`src/rtl/muldiv_sequencer.sv`:
```
// Multi-cycle sequencer for the M-extension multiplier and divider: stalls EX, applies sign and special-case rules.
// Defining MULDIV_FUSE_EN adds a one-entry operand/result cache that answers repeated ops without starting a unit.
//   state    | meaning
//   IDLE     | waiting for an M-op from EX
//   MUL_BUSY | multiplier running
//   DIV_BUSY | divider running
//   DONE     | result presented for one cycle
//   DRAIN    | flushed op still in a unit; its result will be discarded
module muldiv_sequencer #(
    parameter int WIDTH = 32
) (
    input  logic               i_clk,
    input  logic               i_rst_n,
    input  logic               i_req_valid,
    input  logic [2:0]         i_req_op,
    input  logic [WIDTH-1:0]   i_req_a,
    input  logic [WIDTH-1:0]   i_req_b,
    input  logic               i_flush,
    output logic               o_stall,
    output logic               o_resp_valid,
    output logic [WIDTH-1:0]   o_resp_result,
    output logic               o_mul_start,
    output logic [WIDTH-1:0]   o_mul_a,
    output logic [WIDTH-1:0]   o_mul_b,
    output logic               o_mul_a_signed,
    output logic               o_mul_b_signed,
    input  logic               i_mul_done,
    input  logic [2*WIDTH-1:0] i_mul_prod,
    output logic               o_div_start,
    output logic [WIDTH-1:0]   o_div_a,
    output logic [WIDTH-1:0]   o_div_b,
    input  logic               i_div_done,
    input  logic [WIDTH-1:0]   i_div_quot,
    input  logic [WIDTH-1:0]   i_div_rem
);
    typedef enum logic [2:0] {
        ST_IDLE, ST_MUL_BUSY, ST_DIV_BUSY, ST_DONE, ST_DRAIN
    } state_t;

    localparam logic [WIDTH-1:0] ONES    = '1;
    localparam logic [WIDTH-1:0] INT_MIN = {1'b1, {(WIDTH-1){1'b0}}};

    state_t             r_state, w_state_nxt;
    logic [2:0]         r_op;
    logic               r_neg_q, r_neg_r;
    logic [WIDTH-1:0]   r_result;
    logic               r_mul_start, r_div_start;
    logic [WIDTH-1:0]   r_mul_a, r_mul_b, r_div_a, r_div_b;
    logic               r_mul_a_signed, r_mul_b_signed;

    logic               w_accept, w_op_div, w_op_rem, w_sdiv, w_b_zero, w_ovf, w_special;
    logic               w_a_neg, w_b_neg, w_mul_asgn, w_mul_bsgn, w_hit, w_stall;
    logic [WIDTH-1:0]   w_special_res, w_abs_a, w_abs_b, w_hit_res;
    logic [WIDTH-1:0]   w_q_adj, w_r_adj, w_div_res, w_mul_res;

    assign w_accept   = i_req_valid & ~i_flush;
    assign w_op_div   = i_req_op[2];
    assign w_op_rem   = i_req_op[1];
    assign w_sdiv     = w_op_div & ~i_req_op[0];
    assign w_b_zero   = (i_req_b == '0);
    assign w_ovf      = w_sdiv & (i_req_a == INT_MIN) & (i_req_b == ONES);
    assign w_special  = w_op_div & (w_b_zero | w_ovf);
    assign w_special_res = w_b_zero ? (w_op_rem ? i_req_a : ONES)
                                    : (w_op_rem ? '0 : INT_MIN);
    assign w_a_neg    = w_sdiv & i_req_a[WIDTH-1];
    assign w_b_neg    = w_sdiv & i_req_b[WIDTH-1];
    assign w_abs_a    = w_a_neg ? -i_req_a : i_req_a;
    assign w_abs_b    = w_b_neg ? -i_req_b : i_req_b;
    assign w_mul_asgn = (i_req_op == 3'b001) | (i_req_op == 3'b010);
    assign w_mul_bsgn = (i_req_op == 3'b001);

    assign w_q_adj   = r_neg_q ? -i_div_quot : i_div_quot;
    assign w_r_adj   = r_neg_r ? -i_div_rem : i_div_rem;
    assign w_div_res = r_op[1] ? w_r_adj : w_q_adj;
    assign w_mul_res = (r_op == 3'b000) ? i_mul_prod[WIDTH-1:0] : i_mul_prod[2*WIDTH-1:WIDTH];

`ifdef MULDIV_FUSE_EN
    // Class: 1_0_u for div/rem (u = unsigned), 0_as_bs for multiplies.
    logic               r_c_valid;
    logic [WIDTH-1:0]   r_c_a, r_c_b, r_c_lo, r_c_hi;
    logic [2:0]         r_c_class;
    logic [2:0]         w_class;

    assign w_class   = w_op_div ? {2'b10, i_req_op[0]} : {1'b0, w_mul_asgn, w_mul_bsgn};
    assign w_hit     = r_c_valid & (i_req_a == r_c_a) & (i_req_b == r_c_b) &
                       ((i_req_op == 3'b000) ? ~r_c_class[2] : (r_c_class == w_class));
    assign w_hit_res = w_op_div ? (w_op_rem ? r_c_hi : r_c_lo)
                                : ((i_req_op == 3'b000) ? r_c_lo : r_c_hi);

    always_ff @(posedge i_clk or negedge i_rst_n) begin
        if (!i_rst_n) begin
            r_c_valid <= 1'b0;
            r_c_a     <= '0;
            r_c_b     <= '0;
            r_c_lo    <= '0;
            r_c_hi    <= '0;
            r_c_class <= '0;
        end else if (r_state == ST_IDLE && w_accept && !w_special && !w_hit) begin
            r_c_valid <= 1'b0;
            r_c_a     <= i_req_a;
            r_c_b     <= i_req_b;
            r_c_class <= w_class;
        end else if (r_state == ST_MUL_BUSY && i_mul_done && !i_flush) begin
            r_c_valid <= 1'b1;
            {r_c_hi, r_c_lo} <= i_mul_prod;
        end else if (r_state == ST_DIV_BUSY && i_div_done && !i_flush) begin
            r_c_valid <= 1'b1;
            r_c_lo    <= w_q_adj;
            r_c_hi    <= w_r_adj;
        end else if (w_state_nxt == ST_DRAIN && r_state != ST_DRAIN) begin
            r_c_valid <= 1'b0;
        end
    end
`else
    assign w_hit     = 1'b0;
    assign w_hit_res = '0;
`endif

    always_ff @(posedge i_clk or negedge i_rst_n) begin
        if (!i_rst_n) r_state <= ST_IDLE;
        else          r_state <= w_state_nxt;
    end

    always_comb begin
        w_state_nxt  = r_state;
        w_stall      = 1'b0;
        o_resp_valid = 1'b0;
        case (r_state)
            ST_IDLE: begin
                w_stall = i_req_valid;
                if (w_accept)
                    w_state_nxt = (w_special || w_hit) ? ST_DONE :
                                  (w_op_div ? ST_DIV_BUSY : ST_MUL_BUSY);
            end
            ST_MUL_BUSY: begin
                w_stall = 1'b1;
                if (i_mul_done)   w_state_nxt = i_flush ? ST_IDLE : ST_DONE;
                else if (i_flush) w_state_nxt = ST_DRAIN;
            end
            ST_DIV_BUSY: begin
                w_stall = 1'b1;
                if (i_div_done)   w_state_nxt = i_flush ? ST_IDLE : ST_DONE;
                else if (i_flush) w_state_nxt = ST_DRAIN;
            end
            ST_DONE: begin
                o_resp_valid = ~i_flush;
                w_state_nxt  = ST_IDLE;
            end
            ST_DRAIN: begin
                w_stall = i_req_valid;
                if (r_op[2] ? i_div_done : i_mul_done) w_state_nxt = ST_IDLE;
            end
            default: w_state_nxt = ST_IDLE;
        endcase
    end

    // Stall must read 0 while reset is held even if EX still presents a request.
    assign o_stall = w_stall & i_rst_n;

    always_ff @(posedge i_clk or negedge i_rst_n) begin
        if (!i_rst_n) begin
            r_op           <= '0;
            r_neg_q        <= 1'b0;
            r_neg_r        <= 1'b0;
            r_result       <= '0;
            r_mul_start    <= 1'b0;
            r_div_start    <= 1'b0;
            r_mul_a        <= '0;
            r_mul_b        <= '0;
            r_mul_a_signed <= 1'b0;
            r_mul_b_signed <= 1'b0;
            r_div_a        <= '0;
            r_div_b        <= '0;
        end else begin
            r_mul_start <= 1'b0;
            r_div_start <= 1'b0;
            case (r_state)
                ST_IDLE: if (w_accept) begin
                    r_op    <= i_req_op;
                    r_neg_q <= w_a_neg ^ w_b_neg;
                    r_neg_r <= w_a_neg;
                    if (w_special) begin
                        r_result <= w_special_res;
                    end else if (w_hit) begin
                        r_result <= w_hit_res;
                    end else if (w_op_div) begin
                        r_div_start <= 1'b1;
                        r_div_a     <= w_abs_a;
                        r_div_b     <= w_abs_b;
                    end else begin
                        r_mul_start    <= 1'b1;
                        r_mul_a        <= i_req_a;
                        r_mul_b        <= i_req_b;
                        r_mul_a_signed <= w_mul_asgn;
                        r_mul_b_signed <= w_mul_bsgn;
                    end
                end
                ST_MUL_BUSY: if (i_mul_done && !i_flush) r_result <= w_mul_res;
                ST_DIV_BUSY: if (i_div_done && !i_flush) r_result <= w_div_res;
                default: ;
            endcase
        end
    end

    assign o_resp_result  = r_result;
    assign o_mul_start    = r_mul_start;
    assign o_mul_a        = r_mul_a;
    assign o_mul_b        = r_mul_b;
    assign o_mul_a_signed = r_mul_a_signed;
    assign o_mul_b_signed = r_mul_b_signed;
    assign o_div_start    = r_div_start;
    assign o_div_a        = r_div_a;
    assign o_div_b        = r_div_b;

endmodule

```
`config.mk`:
```
export PLATFORM = sky130hd
export DESIGN_NAME = muldiv_sequencer
export DESIGN_NICKNAME = d
export VERILOG_FILES = /design/src/rtl/muldiv_sequencer.sv
export SDC_FILE = /design/constraint.sdc
export NUM_CORES = 1
export LEC_CHECK = 0
export ABC_AREA = 0
export ABC_CLOCK_PERIOD_IN_PS = 3500
export CORE_MARGIN = 4
export CORE_UTILIZATION = 47
export CTS_CLUSTER_DIAMETER = 150
export DETAILED_ROUTE_END_ITERATION = 8
export GPL_ROUTABILITY_DRIVEN = 0
export PLACE_DENSITY_LB_ADDON = 0.25
export SYNTH_ARGS = -nofsm -noshare
export SYNTH_HDL_FRONTEND = slang
export SYNTH_SLANG_ARGS = --single-unit
```
`constraint.sdc`:
```
create_clock -name i_clk -period 3.5 [get_ports i_clk]
set_clock_uncertainty 0.15 [all_clocks]
set_input_delay 0.525 -clock i_clk [delete_from_list [all_inputs] [get_ports i_clk]]
set_output_delay 0.525 -clock i_clk [all_outputs]
set_load 0.005 [all_outputs]
```
==> impl_metrics.toml <==
[critical_path]
crit_path_end_kind = "register"
crit_type = "input pin to register"
crit_path_frequent_cell = "or4_4"
worst_ep_required_time_ns = 3.66
crit_arrival_ns = 3.55
worst-r2r-cell-count = 7
r2r_end = "o_resp_result[7]"
cp_slowest_cell = "or4_4"
path_buf_inv = 3
worst-r2r-setup-slack_ns = 0.80
slowest_delay_ns = 0.59
critPathLaunchType = "input pin"
crit_fanout = 22
r2r-start = "r_state[2]"
crit_family = "simple AND/OR/NAND/NOR gates"
crit_chain = "clkdlybuf4s50_1 -> inv_1 -> ha_1 -> or4b_1 -> or4_4 -> or4_4 -> o311ai_4 -> and2_1 -> buf_12 -> mux2_1"

[drt]
antenna_left = 0
drtPass1Iterations = 5
wl_per_cell_um = 22.5
vias = 10900
route.final.wire_length_um = 41800
routed_via_density = 5.87
route.detailed.drc = 0
drtIter0Drc = 1008

[run]
max_cap_violations = 0

[layout]
stdcell_area_um2 = 16300
areaGrowthSynthToFinish_pct = 51.9
fillers = 1725
drive_gt1_frac = 0.212
final_core_util = 0.723
final_common_cell = "clkdlybuf4s50_1"
final_cell_mix = "clkdlybuf4s50_1 (365), dfrtp_1 (170), buf_4 (146), mux2_2 (119), nand2_1 (91)"
fin_cells = 1856
nets = 1762

[global_route]
use_met2 = 0.521
top_usage_layer = "met2"
grt_pass1_vias = 10800
grt_first_pass_wirelength_um = 64100
grt_util_met3 = 0.0973
grtUsageTotal = 0.320
antenna_found_initial = 3
grt_max_degree = 57
grt_overflow = 0
grt_use_met1 = 0.411

[timing]
rsz0062_at_grt = "no"
drv_slew = 0
min_period_ns = 3.39
maxSlewHeadroom = 0.262
finalHoldViolCount = 0
post-route-worst-setup-slack_ns = 0.113
hold_slack_ns = 0.336
fmax_mhz = 295
worst_pin_slew_ns = 1.11
finalSetupViolCount = 0
period_share = 0.968

[logic_synthesis]
ys_warn_count = 0
syn_nets = 1298
synth-seq-cells = 172
seq_area_frac_synth = 0.401
synth_cell_type_count = 60
synth_top_flop_cell = "dfrtp_1"
async_reset_ff_frac = 1.00
synth_edf_count = 0
synth_cells = 1092
synthesis.area_um2 = 10700
avgSynthCellArea_um2 = 9.84

[die]
start_util = 0.476
dieArea_um2 = 25300
rows = 55
die_h_um = 159
ioPinCount = 367
fp.dieW_um = 159
core_um2 = 22600

[clock_network]
clk_latency_ns = 0.43
cts_tree = "yes"
clockRootBuffer = "clkbuf_16"
postCtsSetupBuffers = 0
clk_path_buf_depth = 2
cts_buffers = 17
cts.sinks = 172
cts_max_level = 4
clk_pin_slew_ns = 0.07

[min_path]
hp-start = "o_div_a[4]"
whs_path_depth = 1
holdPathEnd = "o_div_a[4]"
hold_path_class = "register to register"

[placement]
place_area_um2 = 15700
dp.cells = 1821
portBuffers = 366
place_ws_ns = -0.338
dp_hpwl_um = 32700

[power_and_ir_drop]
p_leak_nw = 6.58
power.density_nw_per_um2 = 701
ir_drop_mv = 0.433

[run_status]
status = "completed"
through the flow:
stage                     power [mW]  setup TNS [ns]
final                           11.4               0
after global routing            12.0               0
after CTS                       11.4               0
after detailed placement        9.30          -22.06
after global placement          9.17          -17.95
after floorplan                 5.94               0
worst max-delay path by stage:
stage,startpoint,end,slack [ns],cells past startpoint
floorplan,i_req_a[1],o_resp_result[13],0.06,11
global placement,i_req_b[1],o_resp_result[31],-0.28,10
detailed placement,i_req_b[1],o_resp_result[1],-0.34,10
CTS,r_state[1],o_stall,0.04,4
global route,i_req_b[1],o_resp_result[1],0.03,10
finish,i_req_b[1],o_resp_result[1],0.11,10
report_power, final:
| part | leakage (nW) | switching (mW) | internal (mW) |
|---|---|---|---|
| clock network | 0.308 | 0.898 | 1.18 |
| logic | 4.18 | 2.45 | 3.28 |
| registers | 2.09 | 0.668 | 2.96 |
sequential cells by signal, summed over array words and instances, names as in the netlist:
signal and cells:
o_mul_a 32, o_mul_a_signed 1, o_mul_b 32, o_div_start 1, r_neg_q 1, r_neg_r 1
o_mul_start 1, r_state 3, o_div_a 32, o_resp_result 32, o_mul_b_signed 1, r_op 3
o_div_b 32
Yosys cell counts (all sizes together), types with 5 or more instances:
cell | number | area [um^2]
nand2 | 91 | 342
dfrtp | 172 | 4300
xnor2 | 58 | 508
and2 | 8 | 50.1
ha | 5 | 62.6
nor2b | 5 | 31.3
or4 | 21 | 176
xor2 | 54 | 473
o221ai | 5 | 43.8
inv | 17 | 63.8
mux2 | 147 | 1660
a21oi | 87 | 435
a21boi | 5 | 37.5
o41ai | 24 | 210
nand4 | 7 | 43.8
nor2 | 50 | 188
buf | 14 | 104
or2 | 9 | 56.3
o21ai | 47 | 235
o31ai | 31 | 233
a31oi | 24 | 150
nand2b | 21 | 131
nor4 | 17 | 106
nand3 | 7 | 35.0
or3 | 16 | 100
clkbuf | 58 | 218
nor3 | 24 | 125
a221oi | 5 | 43.8
mux2i | 20 | 200
final cells by class:
type | count | area (um^2) | share of cell area
Antenna cell | 2 | 5.00 | 0.000307
Clock buffer | 18 | 439 | 0.0269
Clock inverter | 14 | 201 | 0.0123
Inverter | 17 | 63.8 | 0.00391
Multi-Input combinational cell | 831 | 6090 | 0.373
Sequential cell | 172 | 4310 | 0.264
Tap cell | 285 | 357 | 0.0219
Timing Repair Buffer | 517 | 4850 | 0.297
repair_timing:
| action | CTS | global route |
|---|---|---|
| resized for setup | 0 | 3 |
| hold endpoints to repair | 43 | 0 |
| hold buffers | 1 | 0 |
| endpoints found under the setup margin | 0 | 1 |
cells by family (layout without fill, tap and decap cells):
group | Yosys count | after routing | share of synthesized area
other | 0 | 2 | 0
and+or+nand+nor | 295 | 295 | 0.144
xor gates and xnor gates | 112 | 112 | 0.0913
AOI/OAI and AO/OA | 252 | 252 | 0.150
buffers and inverters | 89 | 566 | 0.0359
adders and majority gates | 5 | 5 | 0.00582
DFF | 172 | 172 | 0.401
muxes | 167 | 167 | 0.173
routing by layer:
metal	vias up	wire length, um
met1	5304	16800
met3	82	4130
met5	-	13
li1	4932	-
met4	2	1310
met2	566	19600
worst reg2reg max path, delay by kind of cell (launching register included):
family | cells | cell delay [ns]
and+or+nand+nor | 3 | 0.84
buffers and inverters | 2 | 0.46
muxes | 1 | 0.29
AOI/OAI and AO/OA | 1 | 0.33
DFF | 1 | 0.51
Power figures use the tool's default switching activity.
